<file path="config.mk">
export PLATFORM = sky130hd
export DESIGN_NAME = seg_scan_driver
export DESIGN_NICKNAME = d
export VERILOG_FILES = /design/src/rtl/seg_scan_driver_pkg.sv /design/src/rtl/seg_scan_driver_hex7_decode.sv /design/src/rtl/seg_scan_driver.sv
export SDC_FILE = /design/constraint.sdc
export NUM_CORES = 1
export LEC_CHECK = 0
export CORE_ASPECT_RATIO = 0.5
export CORE_MARGIN = 2
export CORE_UTILIZATION = 55
export DETAILED_ROUTE_END_ITERATION = 16
export GPL_TIMING_DRIVEN = 0
export PLACE_DENSITY = 0.71
export RECOVER_POWER = 25
export SETUP_SLACK_MARGIN = 0.5
export SLEW_MARGIN = 5
export SYNTH_ARGS = -nofsm -noshare
export SYNTH_HDL_FRONTEND = slang
export SYNTH_SLANG_ARGS = --single-unit
export TNS_END_PERCENT = 20
</file>
<file path="constraint.sdc">
create_clock -name int_osc -period 3.1 [get_ports int_osc]
set_clock_uncertainty 0.15 [all_clocks]
set_input_delay 0.93 -clock int_osc [delete_from_list [all_inputs] [get_ports int_osc]]
set_output_delay 0.93 -clock int_osc [all_outputs]
set_load 0.01 [all_outputs]
</file>
<file path="src/rtl/seg_scan_driver_pkg.sv">
// Shared constants and types for the multiplexed hex display driver (package seg_pkg).
package seg_pkg;

  typedef logic [3:0] digit_t;

  localparam logic [6:0] SEG_OFF   = 7'b1111111;
  localparam logic [7:0] ANODE_OFF = 8'hFF;

  // Active-low {g,f,e,d,c,b,a}; leftmost entry is index 15 (F), rightmost is index 0.
  localparam logic [15:0][6:0] SEG_LUT = {
    7'b0001110, 7'b0000110, 7'b0100001, 7'b1000110,
    7'b0000011, 7'b0001000, 7'b0010000, 7'b0000000,
    7'b1111000, 7'b0000010, 7'b0010010, 7'b0011001,
    7'b0110000, 7'b0100100, 7'b1111001, 7'b1000000
  };

endpackage

</file>
<file path="src/rtl/seg_scan_driver_hex7_decode.sv">
// Combinational hex digit to active-low seven-segment pattern.
module hex7_decode
  import seg_pkg::*;
(
  input  digit_t      digit_i,
  output logic [6:0]  seg_o
);

  always_comb begin
    seg_o = SEG_LUT[digit_i];
  end

endmodule

</file>
<file path="src/rtl/seg_scan_driver.sv">
// Time-multiplexed hex display scanner with guard interval and per-digit blink.
// Optional leading-zero blanking is compiled in with SEG_SCAN_LZB_EN.
module seg_scan_driver
  import seg_pkg::*;
#(
  parameter int NUM_DIGITS   = 2,
  parameter int SLOT_CYCLES  = 24000,
  parameter int GUARD_CYCLES = 16,
  parameter int BLINK_HALF   = 5000000
) (
  input  logic                    int_osc,
  input  logic                    reset,
  input  logic [4*NUM_DIGITS-1:0] vals,
  input  logic                    load,
  input  logic [NUM_DIGITS-1:0]   blink_mask,
  output logic [NUM_DIGITS-1:0]   anode,
  output logic [6:0]              seg,
  output logic                    heartbeat
);

  localparam int SW = (SLOT_CYCLES > 1) ? $clog2(SLOT_CYCLES) : 1;
  localparam int IW = (NUM_DIGITS > 1) ? $clog2(NUM_DIGITS) : 1;
  localparam int BW = (BLINK_HALF > 1) ? $clog2(BLINK_HALF) : 1;

  logic [SW-1:0]           slot_q, slot_d;
  logic [IW-1:0]           idx_q, idx_d;
  logic [BW-1:0]           blink_q, blink_d;
  logic                    hb_q, hb_d;
  logic [4*NUM_DIGITS-1:0] pend_q, pend_d;
  logic [4*NUM_DIGITS-1:0] disp_q, disp_d;
  logic [NUM_DIGITS-1:0]   anode_q, anode_d;
  logic [6:0]              seg_q, seg_d;
  logic                    slot_wrap, blink_wrap;
  digit_t                  cur_digit;
  logic [6:0]              dec_seg;

  // Outputs are built from next-state values so they line up with the counters they describe.
  always_comb begin
    slot_wrap  = (slot_q == SW'(SLOT_CYCLES - 1));
    slot_d     = slot_wrap ? '0 : slot_q + SW'(1);
    idx_d      = idx_q;
    if (slot_wrap) begin
      idx_d = (idx_q == IW'(NUM_DIGITS - 1)) ? '0 : idx_q + IW'(1);
    end
    disp_d     = slot_wrap ? pend_q : disp_q;
    pend_d     = load ? vals : pend_q;
    blink_wrap = (blink_q == BW'(BLINK_HALF - 1));
    blink_d    = blink_wrap ? '0 : blink_q + BW'(1);
    hb_d       = hb_q ^ blink_wrap;

    cur_digit = '0;
    for (int unsigned k = 0; k < NUM_DIGITS; k++) begin
      if (idx_d == IW'(k)) cur_digit = disp_d[4*k +: 4];
    end

    anode_d = ANODE_OFF[NUM_DIGITS-1:0];
    if ((int'(slot_d) >= GUARD_CYCLES) && !(!hb_d && blink_mask[idx_d])) begin
      anode_d[idx_d] = 1'b0;
    end
  end

  hex7_decode u_dec (
    .digit_i (cur_digit),
    .seg_o   (dec_seg)
  );

`ifdef SEG_SCAN_LZB_EN
  logic upper_nz;
  logic lzb_blank;

  // A digit is blanked when it and every digit above it are zero; digit 0 always shows.
  always_comb begin
    upper_nz = 1'b0;
    for (int unsigned k = 0; k < NUM_DIGITS; k++) begin
      if ((IW'(k) >= idx_d) && (disp_d[4*k +: 4] != 4'h0)) upper_nz = 1'b1;
    end
    lzb_blank = (idx_d != '0) && !upper_nz;
    seg_d     = lzb_blank ? SEG_OFF : dec_seg;
  end
`else
  always_comb begin
    seg_d = dec_seg;
  end
`endif

  always_ff @(posedge int_osc or negedge reset) begin
    if (!reset) begin
      slot_q  <= '0;
      idx_q   <= '0;
      blink_q <= '0;
      hb_q    <= 1'b0;
      pend_q  <= '0;
      disp_q  <= '0;
      anode_q <= '1;
      seg_q   <= SEG_OFF;
    end else begin
      slot_q  <= slot_d;
      idx_q   <= idx_d;
      blink_q <= blink_d;
      hb_q    <= hb_d;
      pend_q  <= pend_d;
      disp_q  <= disp_d;
      anode_q <= anode_d;
      seg_q   <= seg_d;
    end
  end

  assign anode     = anode_q;
  assign seg       = seg_q;
  assign heartbeat = hb_q;

endmodule
</file>
==> metrics.txt, run 1 <==
Critical Path AT=2600 ps; die span in y=around 59 µm; synthesized area=3280 µm²; critical path type=reg2reg; fin crit share=0.808; final core occ=0.704; most frequent cells after synthesis=dfrtp_1, nand2_1, nor2_1, nand3_1, xnor2_1; vias per inst=5.64; post-layout minimum cycle time=~2500 ps; worst r2r path cells=9; unrepaired setup endpoints after global routing=false; clock power share=0.558; IO Pins=23; die area=roughly 6600 µm²; Final HPWL DP=between 4 and 5 mm; Hold EP=disp_q[3]$_DFF_PN0_; Pre-antenna DRT Iters=10; dpl cells=399; Netlist cell types=49; worst-margin pin slew=1580 ps; max_cap viols=1; TritonCTS clock tree=built; final-report max-slew violation count=66; sequential share of power=0.419; Remaining DRCs=2; Crit Reg-Reg Endpoint=seg[3]$_DFF_PN1_; Pwr Density=around 530 nW/µm²; Clock Tree Root=clkbuf_16; top post-synthesis cells by area=dfrtp_1, dfstp_2, xnor2_1, mux2_2, nand2_1; CTS sink cnt=65; Yosys Warn Count=0; Final Hold Vio Count=0; Worst setup SP type=register; Combinational Power Share=0.023; total power draw=0.00208 W; DR WL/cell=15.2 µm; register area share after synthesis=0.500; Main synth FF type=dfrtp_1; total wire length=around 6.4 mm; Global Route Usage Sum=0.217; Yosys reg bits=65; sw frac=0.186; Peak VDD IR=0.424 mV; Pleak=1.72 nW; Syn-to-layout area delta=20.6%; Internal Power=0.00169 W; fin worst setup slack=595 ps; maximum fanout along the worst path=6; Slew HR=-0.0501; # port buffers=21; Hold Crit Class=reg2reg; grt total ovfl=0; hold path start=disp_q[3]$_DFF_PN0_; H-tree depth=3; number of diodes=0; largest net degree at the start of global routing=66; flop-to-flop setup slack=600 ps; largest buffer count on any clock path=2; Reg clk slew, reported paths=50 ps; CP endpoint kind=register; Clock Latency Late Sink=330 ps; Core Area=about 5600 µm²; ys async rst share=1.00; worst hold path depth=2; Psw=approximately 0.00039 W; Synth Instances=305; Non-Filler Instances=419; CP required=between 3000 and 4000 ps; r2r startpoint=slot_q[13]$_DFF_PN0_; max frequency=399 MHz; Place WS=480 ps; Setup Viol. Count Final=0; vias in the first global route=2,374; violated checks=design-rule violations, max-capacitance violations, max-slew violations; routability cong.=0.878; 1st-iter DRT viols=98; area leader, netlist=dfrtp_1; count leader, synth=dfrtp_1; initial antenna violation count=0; Antenna Nets Post-Route=0; total CTS buffers=9; area share of the largest cell type after synthesis=0.428; Rows=19; global-route wire length before repair=10.9 mm; die span in x=113 µm; outcome=finished, violations left; Syn Nets=326; Final nets=362; initial cell density of the core=0.584; vias=2,362; Avg Inst Size Synth=approximately 11 µm²; setup tns final=0 ps; Post-synth EDFFs=0; layout cells sized above 1=0.171
-- registers in the layout (all words and copies together) (netlist names) --
name       flops
blink_q       23
slot_q        15
disp_q         8
pend_q         8
seg            7
anode          2
heartbeat      1
idx_q          1
-- power by group through the flow --
stage | logic (W) | registers (W) | clock network (W)
after global placement | 0.0000472 | 0.000883 | 0
after floorplan | 0.0000149 | 0.000882 | 0
after detailed placement | 0.0000493 | 0.000884 | 0
after global routing | 0.0000531 | 0.000871 | 0.00122
after CTS | 0.0000497 | 0.000870 | 0.00117
final | 0.0000472 | 0.000870 | 0.00116
-- critical path, stage by stage, from the launching register on --
cell      delay [ps]
dfrtp_1          430
and4bb_4         390
nand3_4          130
nor2_8           170
mux4_2           370
buf_4            170
ha_1             180
inv_1             90
mux2i_1           70
mux2_2           260
-- layout by cell type (no fill, tap or decap), types with 5 or more instances in the layout --
cell             count
inv_1               10
clkbuf_1             6
ha_1                 8
xnor2_1             17
nor2_1              22
xor2_1              13
buf_4                5
nand2_1             38
dfrtp_1             55
mux2_2              13
o21ai_0             10
nand3_1             17
clkbuf_16            9
and3_1              10
nand4_1              9
clkdlybuf4s50_1     20
nor3_1               6
dfstp_2              9
-- cells by family (layout without fill, tap and decap cells) --
| family | after synthesis | after routing | share of synthesized area |
|---|---|---|---|
| muxes | 20 | 20 | 0.0814 |
| AOI/OAI and AO/OA | 32 | 32 | 0.0630 |
| xor gates and xnor gates | 30 | 30 | 0.0802 |
| and+or+nand+nor | 131 | 131 | 0.218 |
| DFF | 65 | 65 | 0.500 |
| buffers and inverters | 19 | 60 | 0.0264 |
| adders and majority gates | 8 | 8 | 0.0306 |
-- final cells by class --
cell class / instances / area, µm²
buffer: 8 / 45.0
clock buffer: 11 / 243
clock inverter: 5 / 103
fill: 419 / 1660
inverter: 11 / 41.3
multi-input combinational: 221 / 1550
sequential: 65 / 1640
tap: 73 / 91.3
timing repair buffer: 25 / 235
-- worst max-delay path by stage --
stage | from | to | slack [ps] | cells past startpoint
floorplan | slot_q[9]$_DFF_PN0_ | seg[2]$_DFF_PN1_ | 750 | 9
global placement | reset | blink_q[1]$_DFF_PN0_ | -1050 | 1
detailed placement | slot_q[0]$_DFF_PN0_ | seg[2]$_DFF_PN1_ | 480 | 10
CTS | slot_q[0]$_DFF_PN0_ | seg[2]$_DFF_PN1_ | 500 | 10
global route | slot_q[0]$_DFF_PN0_ | seg[3]$_DFF_PN1_ | 480 | 10
finish | slot_q[13]$_DFF_PN0_ | seg[3]$_DFF_PN1_ | 600 | 9
-- what timing repair did --
action | 4_1_cts | 5_1_grt
pin swaps | 0 | 1
endpoints found under the setup margin | 1 | 5
gates resized for setup | 1 | 3
buffers inserted | 0 | 4
hold buffers | 0 | 0
-- routing by layer --
| metal | up-vias | track usage | routed length (µm) |
|---|---|---|---|
| met5 | - | 0 | 0 |
| met2 | 36 | 0.363 | 3120 |
| met1 | 1166 | 0.268 | 2950 |
| met4 | 0 | 0.0540 | 72 |
| li1 | 1152 | - | - |
| met3 | 8 | 0.0896 | 245 |
-- metrics by stage --
step / hold WS (ps) / instance area [µm²]
after floorplan: 284 / 3280
after global placement: 295 / 3580
after detailed placement: 306 / 3570
after CTS: 322 / 3920
after global routing: 354 / 3950
final: 317 / 3950
Note: power is estimated with default switching activity, not from simulation.
==> run 2: changes to the inputs <==
CORE_UTILIZATION = 53   (was 55)
PLACE_DENSITY = 0.72   (was 0.71)
clock period = 2.3 ns   (was 3.1 ns; I/O delays follow)
==> run 2 against run 1 <==
The run ends with negative setup slack left. Critical path depth grew 1. Utilization grew 3.4 points. Cell count grew 7.9%. Routed wire length grew 13%. Sequential power grew 34%. Critical endpoint is now seg[4]$_DFF_PN1_. Largest cell class is now multi-input gates. Highest routed layer unchanged.
==> metrics.txt, run 2 (synthesis gave the netlist of run 1 again) <==
Antenna Nets Post-Route=0; H-tree depth=3; total power draw=0.00280 W; CTS sink cnt=65; Hold Crit Class=in2async; Core Area=6030 µm²; flop-to-flop setup slack=-80 ps; # port buffers=21; CP max-delay cell=dfrtp_1; Pwr Density=~630 nW/µm²; CP required=2400 ps; post-layout minimum cycle time=2380 ps; IO Pins=23; initial cell density of the core=0.543; die area=between 6000 and 7000 µm²; Crit Reg-Reg Endpoint=seg[4]$_DFF_PN1_; Psw=0.000542 W; fill count=373; unrepaired setup endpoints after global routing=true; WP buf/inv=3; outcome=finished, violations left; die span in x=about 120 µm; Final Hold Vio Count=0; final-report max-slew violation count=0; fin worst setup slack=-77.1 ps; Pleak=1.96 nW; Critical Path AT=2470 ps; worst r2r path cells=10; Combinational Power Share=0.023; max_cap viols=0; Remaining DRCs=0; largest reg by FF count=blink_q; Pre-antenna DRT Iters=4; layout cells sized above 1=0.360; vias in the first global route=about 2,400; Met1 Wirelength=3.19 mm; Peak VDD IR=around 0.49 mV; clock power share=0.559; routability cong.=0.814; largest buffer count on any clock path=2; Final HPWL DP=4.26 mm; CP top delay family=multiplexers; setup tns final=-152 ps; total CTS buffers=9; most common cell after layout, fill and taps aside=dfrtp_1; slowest stage delay, CP=430 ps; sequential share of power=0.419; Reg clk slew, reported paths=around 60 ps; TritonCTS clock tree=built; number of diodes=0; Clock Latency Late Sink=330 ps; die span in y=59.6 µm; Top Registers=blink_q: 23 flops, slot_q: 15 flops; worst-margin pin slew=794 ps; Final nets=380; Syn-to-layout area delta=35.9%; total wire length=around 7.2 mm; grt total ovfl=0; Hold WS=301 ps; metal2 WL=3.58 mm; DR WL/cell=around 16 µm; Global Route Usage Sum=0.219; 1st-iter DRT viols=151; critical path type=reg2reg; CP endpoint kind=register; most frequent cells in the layout=dfrtp_1, nand2_1, nor2_1; vias per inst=5.57; fin crit share=1.03; Top Layer Used=met4; Worst setup SP type=register; number of hold buffers added after cts=0; Clock Tree Root=clkbuf_16; Rows=20; vias=2,516; r2r startpoint=slot_q[0]$_DFF_PN0_; initial antenna violation count=0; largest net degree at the start of global routing=66; global-route wire length before repair=11.4 mm; Internal Power=0.00226 W; Slew HR=0.471; max frequency=roughly 420 MHz; max reg flops=23; maximum fanout along the worst path=5; sw frac=0.194; Setup Viol. Count Final=4; violated checks=negative setup slack; CP Cell Sequence=ha_4, and2_4, nand2_4, nor2_8, buf_6, mux4_2, buf_12, buf_16, mux2i_1, o22ai_2; metal3 WL=300 µm
[run 2: power groups by stage]
stage | logic (W) | registers (W) | clock network, W
after floorplan | 0.0000201 | 0.00119 | 0
after global placement | 0.0000634 | 0.00119 | 0
after detailed placement | 0.0000654 | 0.00119 | 0
after CTS | 0.0000660 | 0.00117 | 0.00160
after global routing | 0.0000714 | 0.00117 | 0.00165
final | 0.0000634 | 0.00117 | 0.00156
[run 2: worst register-to-register path: stages (launching register included)]
cell and delay [ps]:
dfrtp_1 430, ha_4 180, and2_4 170, nand2_4 90, nor2_8 140, buf_6 120
mux4_2 360, buf_12 170, buf_16 120, mux2i_1 230, o22ai_2 120
[run 2: repair_timing]
| action | in CTS | in global routing |
|---|---|---|
| buffers inserted | 14 | 7 |
| endpoints found under the setup margin | 50 | 52 |
| gates resized for setup | 26 | 96 |
| pin swaps | 5 | 15 |
| gates cloned | 1 | 0 |
[run 2: stage by stage]
step / util / setup slack, ps / instance area (µm²) / std cells
finish: 0.738 / -77.1 / 4450 / 452
global route: 0.738 / -157 / 4450 / 452
CTS: 0.692 / 2.09 / 4180 / 445
detailed placement: 0.598 / -295 / 3610 / 414
global placement: 0.599 / -1590 / 3610 / 414
floorplan: - / 17.0 / 3290 / 305
[run 2: per-layer routing]
layer	up-vias	GRT usage
li1	1191	-
met1	1252	0.270
met2	60	0.371
met3	13	0.0746
met4	0	0.0723
met5	-	0
[run 2: layout make-up]
class | count | area, µm² | area share
buffer | 8 | 68.8 | 0.0155
timing repair buffer | 43 | 434 | 0.0975
multi-input combinational | 221 | 1800 | 0.404
tap | 88 | 110 | 0.0247
sequential | 65 | 1650 | 0.371
inverter | 11 | 46.3 | 0.0104
clock buffer | 10 | 229 | 0.0514
clock inverter | 6 | 115 | 0.0258
[run 2: worst max path at each step]
stage                              from  cells past startpoint                   to
floorplan           slot_q[9]$_DFF_PN0_                      9     seg[2]$_DFF_PN1_
global placement                  reset                      1  slot_q[5]$_DFF_PN0_
detailed placement  slot_q[9]$_DFF_PN0_                      8     seg[3]$_DFF_PN1_
CTS                 slot_q[9]$_DFF_PN0_                      9     seg[3]$_DFF_PN1_
global route        slot_q[0]$_DFF_PN0_                     10     seg[4]$_DFF_PN1_
finish              slot_q[0]$_DFF_PN0_                     10     seg[4]$_DFF_PN1_
